==> config.mk <==
export PLATFORM = sky130hd
export DESIGN_NAME = onehot_monitor
export DESIGN_NICKNAME = d
export VERILOG_FILES = /design/src/rtl/onehot_monitor.sv
export SDC_FILE = /design/constraint.sdc
export NUM_CORES = 1
export LEC_CHECK = 0
export CAP_MARGIN = 20
export CORE_ASPECT_RATIO = 0.5
export CORE_MARGIN = 10
export CORE_UTILIZATION = 43
export CTS_CLUSTER_DIAMETER = 120
export CTS_CLUSTER_SIZE = 24
export DETAILED_ROUTE_END_ITERATION = 7
export PLACE_DENSITY_LB_ADDON = 0.25
export SETUP_SLACK_MARGIN = 0.3
export SYNTH_ARGS = -nofsm -noshare
export SYNTH_HDL_FRONTEND = slang
export SYNTH_SLANG_ARGS = --single-unit
==> constraint.sdc <==
create_clock -name clk -period 4.2 [get_ports clk]
set_input_delay 0.42 -clock clk [delete_from_list [all_inputs] [get_ports clk]]
set_output_delay 0.42 -clock clk [all_outputs]
set_load 0.005 [all_outputs]
==> src/rtl/onehot_monitor.sv <==
// One-hot classifier for a sampled word, with a saturating error counter
// and a health FSM (IDLE/GOOD/WARN/FAULT) that latches FAULT until clr/reset.
module onehot_monitor #(
  parameter int DATA_WIDTH   = 32,
  parameter int CNT_WIDTH    = 16,
  parameter int FAULT_THRESH = 3
) (
  input  logic                          clk,
  input  logic                          reset,
  input  logic                          clr,
  input  logic                          din_valid,
  input  logic [DATA_WIDTH-1:0]         din,
  output logic                          dout_valid,
  output logic                          onehot,
  output logic                          zero,
  output logic                          multi,
  output logic [$clog2(DATA_WIDTH)-1:0] index,
  output logic [CNT_WIDTH-1:0]          err_count,
  output logic [1:0]                    state,
  output logic                          fault
);

  localparam int unsigned IW     = $clog2(DATA_WIDTH);
  localparam logic [7:0]  THRESH = 8'(FAULT_THRESH);

  typedef enum logic [1:0] {
    ST_IDLE  = 2'b00,
    ST_GOOD  = 2'b01,
    ST_WARN  = 2'b10,
    ST_FAULT = 2'b11
  } state_t;

  state_t               r_state;
  state_t               w_state_nxt;
  logic                 r_dout_valid;
  logic                 r_onehot;
  logic                 r_zero;
  logic                 r_multi;
  logic [IW-1:0]        r_index;
  logic [CNT_WIDTH-1:0] r_err_count;
  logic [CNT_WIDTH-1:0] w_err_nxt;
  logic [7:0]           r_consec;
  logic [7:0]           w_consec_nxt;

  logic                 w_seen;
  logic                 w_many;
  logic                 w_onehot;
  logic [IW-1:0]        w_idx;

  // With exactly one bit set, the last hit in the scan is that bit's position.
  always_comb begin
    w_seen = 1'b0;
    w_many = 1'b0;
    w_idx  = '0;
    for (int unsigned i = 0; i < DATA_WIDTH; i++) begin
      if (din[i]) begin
        if (w_seen) w_many = 1'b1;
        w_seen = 1'b1;
        w_idx  = i[IW-1:0];
      end
    end
    w_onehot = w_seen && !w_many;
  end

  always_comb begin
    w_consec_nxt = r_consec;
    w_err_nxt    = r_err_count;
    if (din_valid) begin
      if (w_onehot) begin
        w_consec_nxt = '0;
      end else begin
        if (r_consec < THRESH) w_consec_nxt = r_consec + 8'd1;
        if (r_err_count != '1) w_err_nxt = r_err_count + 1'b1;
      end
    end
  end

  always_comb begin
    w_state_nxt = r_state;
    if (din_valid) begin
      case (r_state)
        ST_IDLE, ST_GOOD, ST_WARN: begin
          if (w_onehot)                    w_state_nxt = ST_GOOD;
          else if (w_consec_nxt >= THRESH) w_state_nxt = ST_FAULT;
          else                             w_state_nxt = ST_WARN;
        end
        default: w_state_nxt = ST_FAULT;
      endcase
    end
  end

  always_ff @(posedge clk) begin
    if (reset || clr) r_state <= ST_IDLE;
    else              r_state <= w_state_nxt;
  end

  // Classification still runs under clr; only the counters are forced to zero.
  always_ff @(posedge clk) begin
    if (reset) begin
      r_dout_valid <= 1'b0;
      r_onehot     <= 1'b0;
      r_zero       <= 1'b0;
      r_multi      <= 1'b0;
      r_index      <= '0;
      r_err_count  <= '0;
      r_consec     <= '0;
    end else begin
      r_dout_valid <= din_valid;
      if (din_valid) begin
        r_onehot <= w_onehot;
        r_zero   <= !w_seen;
        r_multi  <= w_many;
        r_index  <= w_onehot ? w_idx : '0;
      end
      if (clr) begin
        r_err_count <= '0;
        r_consec    <= '0;
      end else begin
        r_err_count <= w_err_nxt;
        r_consec    <= w_consec_nxt;
      end
    end
  end

  assign dout_valid = r_dout_valid;
  assign onehot     = r_onehot;
  assign zero       = r_zero;
  assign multi      = r_multi;
  assign index      = r_index;
  assign err_count  = r_err_count;
  assign state      = r_state;
  assign fault      = (r_state == ST_FAULT);

endmodule

==> results.py <==
metrics = {
    "critical_path": {
        "reg2regPathDepth": 7,
        "end_kind": "flip-flop",
        "critPathLaunchType": "input pin",
        "required_ns": 4.40,
        "path_max_fanout": 39,
        "critPathArrivalTime_ns": 3.41,
        "worstSetupPathType": "input pin to flip-flop",
    },
    "cts": {
        "htreeDepth": 2,
        "cts_tree": "done",
        "hold_buffers": 0,
        "numCtsBuffers": 5,
        "cts_setup_buffers": 0,
        "clock-sinks": 35,
        "root_buffer": "clkbuf_8",
        "clk_path_buf_depth": 2,
        "clk_latency_ns": 0.28,
        "clk_pin_slew_ns": 0.06,
        "ctsResizeCount": 0,
    },
    "logic_synthesis": {
        "synth_area_leader_cell": "dfxtp_1",
        "yosys.cell_types.count": 59,
        "ys_seq_area_frac": 0.315,
        "ys_ff_latch": 35,
        "synth_top_cells_by_count": "dfxtp_1 (35), nor2_1 (32), a21oi_1 (30)",
        "synth_ff_type": "dfxtp_1",
        "yosys.area.top_type_share": 0.315,
        "synth_area_um2": 2220,
        "synth_area_leaders": "dfxtp_1 (31%), a21oi_1 (6.7%), nor2_1 (5.4%), or3_1 (3.4%), nand4_1 (3.1%)",
        "synth-async-reset-ratio": 0,
        "syn-num-nets": 326,
        "synth.avg_cell_area_um2": 7.72,
        "yosys_warnings": 0,
        "synth_enable_flop_cells": 0,
        "synth_most_common_cell": "dfxtp_1",
        "synth_cells": 288,
    },
    "final_layout": {
        "final_core_util": 0.602,
        "final_area_um2": 2980,
        "final_nets": 388,
        "drive_above_1_share": 0.0602,
        "n_antenna_cell": 0,
        "synthToLayoutAreaGrowth_pct": 34.1,
    },
    "global_routing": {
        "grt_overflow": 0,
        "antenna_found_initial": 0,
        "met3_usage": 0.0412,
        "top_usage_layer": "met2",
        "grt_start_max_net_pins": 40,
        "grtUsageMet2": 0.238,
        "grt_util_met1": 0.175,
        "grt_pass1_wl_um": 10700,
        "track_usage": 0.145,
        "grt_pass1_vias": 2352,
    },
    "sta": {
        "final.period_utilization": 0.763,
        "setup_violations": 0,
        "final.min_clock_period_ns": 3.21,
        "tightest_slew_ns": 0.759,
        "fin_tns_setup_ns": 0,
        "final-hold-violation-count": 0,
        "maxSlewViolCount": 0,
        "skew_ns": 0.00618,
        "maxSlewHeadroom": 0.492,
        "rsz0062_at_grt": "no",
        "max_freq_mhz": 312,
        "hold_ws_ns": 0.451,
    },
    "routing": {
        "remaining_drc_errors": 0,
        "drt_first_pass_iters": 5,
        "vias": 2466,
        "drtAntennaViolNets": 0,
        "first_iter_violations": 109,
        "vias_per_cell": 5.89,
        "wirelength_um": 6480,
        "drt-wirelength-per-cell_um": 15.5,
    },
    "pwr": {
        "peakVddDrop_uv": 112,
        "cellLeakagePower_nw": 0.968,
        "power.total_uw": 669,
        "power.density_nw_per_um2": 224,
    },
    "place": {
        "io_buffers": 63,
        "dpl.hpwl_um": 5050,
        "place_area_um2": 2910,
        "globalplace.congestion": 0.890,
    },
    "floorplanning": {
        "fp.dieH_um": 70.9,
        "die-area_um2": 8630,
        "core_um2": 4950,
        "io_pins": 64,
        "start_util": 0.449,
        "fp-row-count": 18,
        "die_width_um": 122,
    },
    "flow_run": {
        "maxCapViolCount": 0,
    },
    "run_status": {
        "outcome": "finished clean",
    },
    "hold_path": {
        "hold_depth": 1,
        "hold_class": "flip-flop to flip-flop",
    },
}
per-stage QoR:
| stage | instances | setup WS (ns) |
|---|---|---|
| 2_1_floorplan | 288 | 1.52 |
| 3_3_place_gp | 413 | 0.792 |
| 3_5_place_dp | 413 | 0.733 |
| 4_1_cts | 419 | 1.01 |
| 5_1_grt | 419 | 0.767 |
| 6_report | 419 | 0.994 |
worst paths after layout:
check | start | endpoint | slack [ns]
setup / recovery | din[29] | index[1] | 0.99
hold / removal | r_consec[3] | r_consec[3] | 0.45
setup reg to reg | err_count[6] | err_count[3] | 1.85
hold reg to reg | r_consec[3] | r_consec[3] | 0.45
state kept, by name, indices dropped and copies added, names as in the netlist:
signal / flops
index: 5
err_count: 16
multi: 1
dout_valid: 1
zero: 1
r_consec: 8
state: 2
onehot: 1
final cells by class:
type	count	area, um2
Clock buffer	6	72.6
Fill cell	460	1970
Inverter	10	37.5
Multi-Input combinational cell	231	1420
Sequential cell	35	701
Tap cell	70	87.6
Timing Repair Buffer	67	661
power by group:
| group | total, mW | leakage (nW) | internal, mW | switching, mW |
|---|---|---|---|---|
| clock network | 0.216 | 0.0371 | 0.110 | 0.105 |
| registers | 0.338 | 0.283 | 0.335 | 0.00275 |
| logic | 0.115 | 0.648 | 0.0554 | 0.0598 |
| total | 0.669 | 0.968 | 0.501 | 0.168 |
cell families (layout without fill, tap and decap cells):
kind of cell / after synthesis / in the layout / share of synthesized area
AOI/OAI and AO/OA: 88 / 88 / 0.265
xor gates and xnor gates: 1 / 1 / 0.00394
adders and majority gates: 4 / 4 / 0.0202
buffers and inverters: 22 / 83 / 0.0450
DFF: 35 / 35 / 0.315
muxes: 2 / 2 / 0.00900
and+or+nand+nor: 136 / 136 / 0.342
worst max-delay path, cell delays in order:
cell             delay (ns)
clkdlybuf4s50_1        0.51
or3_4                  0.44
or4_4                  0.45
a2111oi_4              0.36
o2111ai_2              0.20
nor4b_4                0.32
buf_4                  0.38
nand4_1                0.13
a21oi_1                0.19
metal layers:
layer	up-vias	wire (um)
li1	1234	-
met1	1132	2820
met2	87	3060
met3	13	506
met4	0	99
met5	-	0
layout by cell type, fill, tap and decap left out, types with 3 or more instances in the layout:
cell	n
buf_4	4
a2111oi_0	3
or4_1	5
nand2_1	15
nand4_1	11
and3_1	4
clkbuf_8	5
clkdlybuf4s50_1	63
o22ai_1	3
nand3_1	13
dfxtp_1	35
nor4_1	9
a21oi_1	30
and2_1	9
or3_1	12
o31ai_1	6
o21ai_0	10
o21ai_1	9
nor2_1	32
nor3_1	10
inv_1	10
a211oi_1	3
Note: power is estimated with default switching activity, not from simulation.
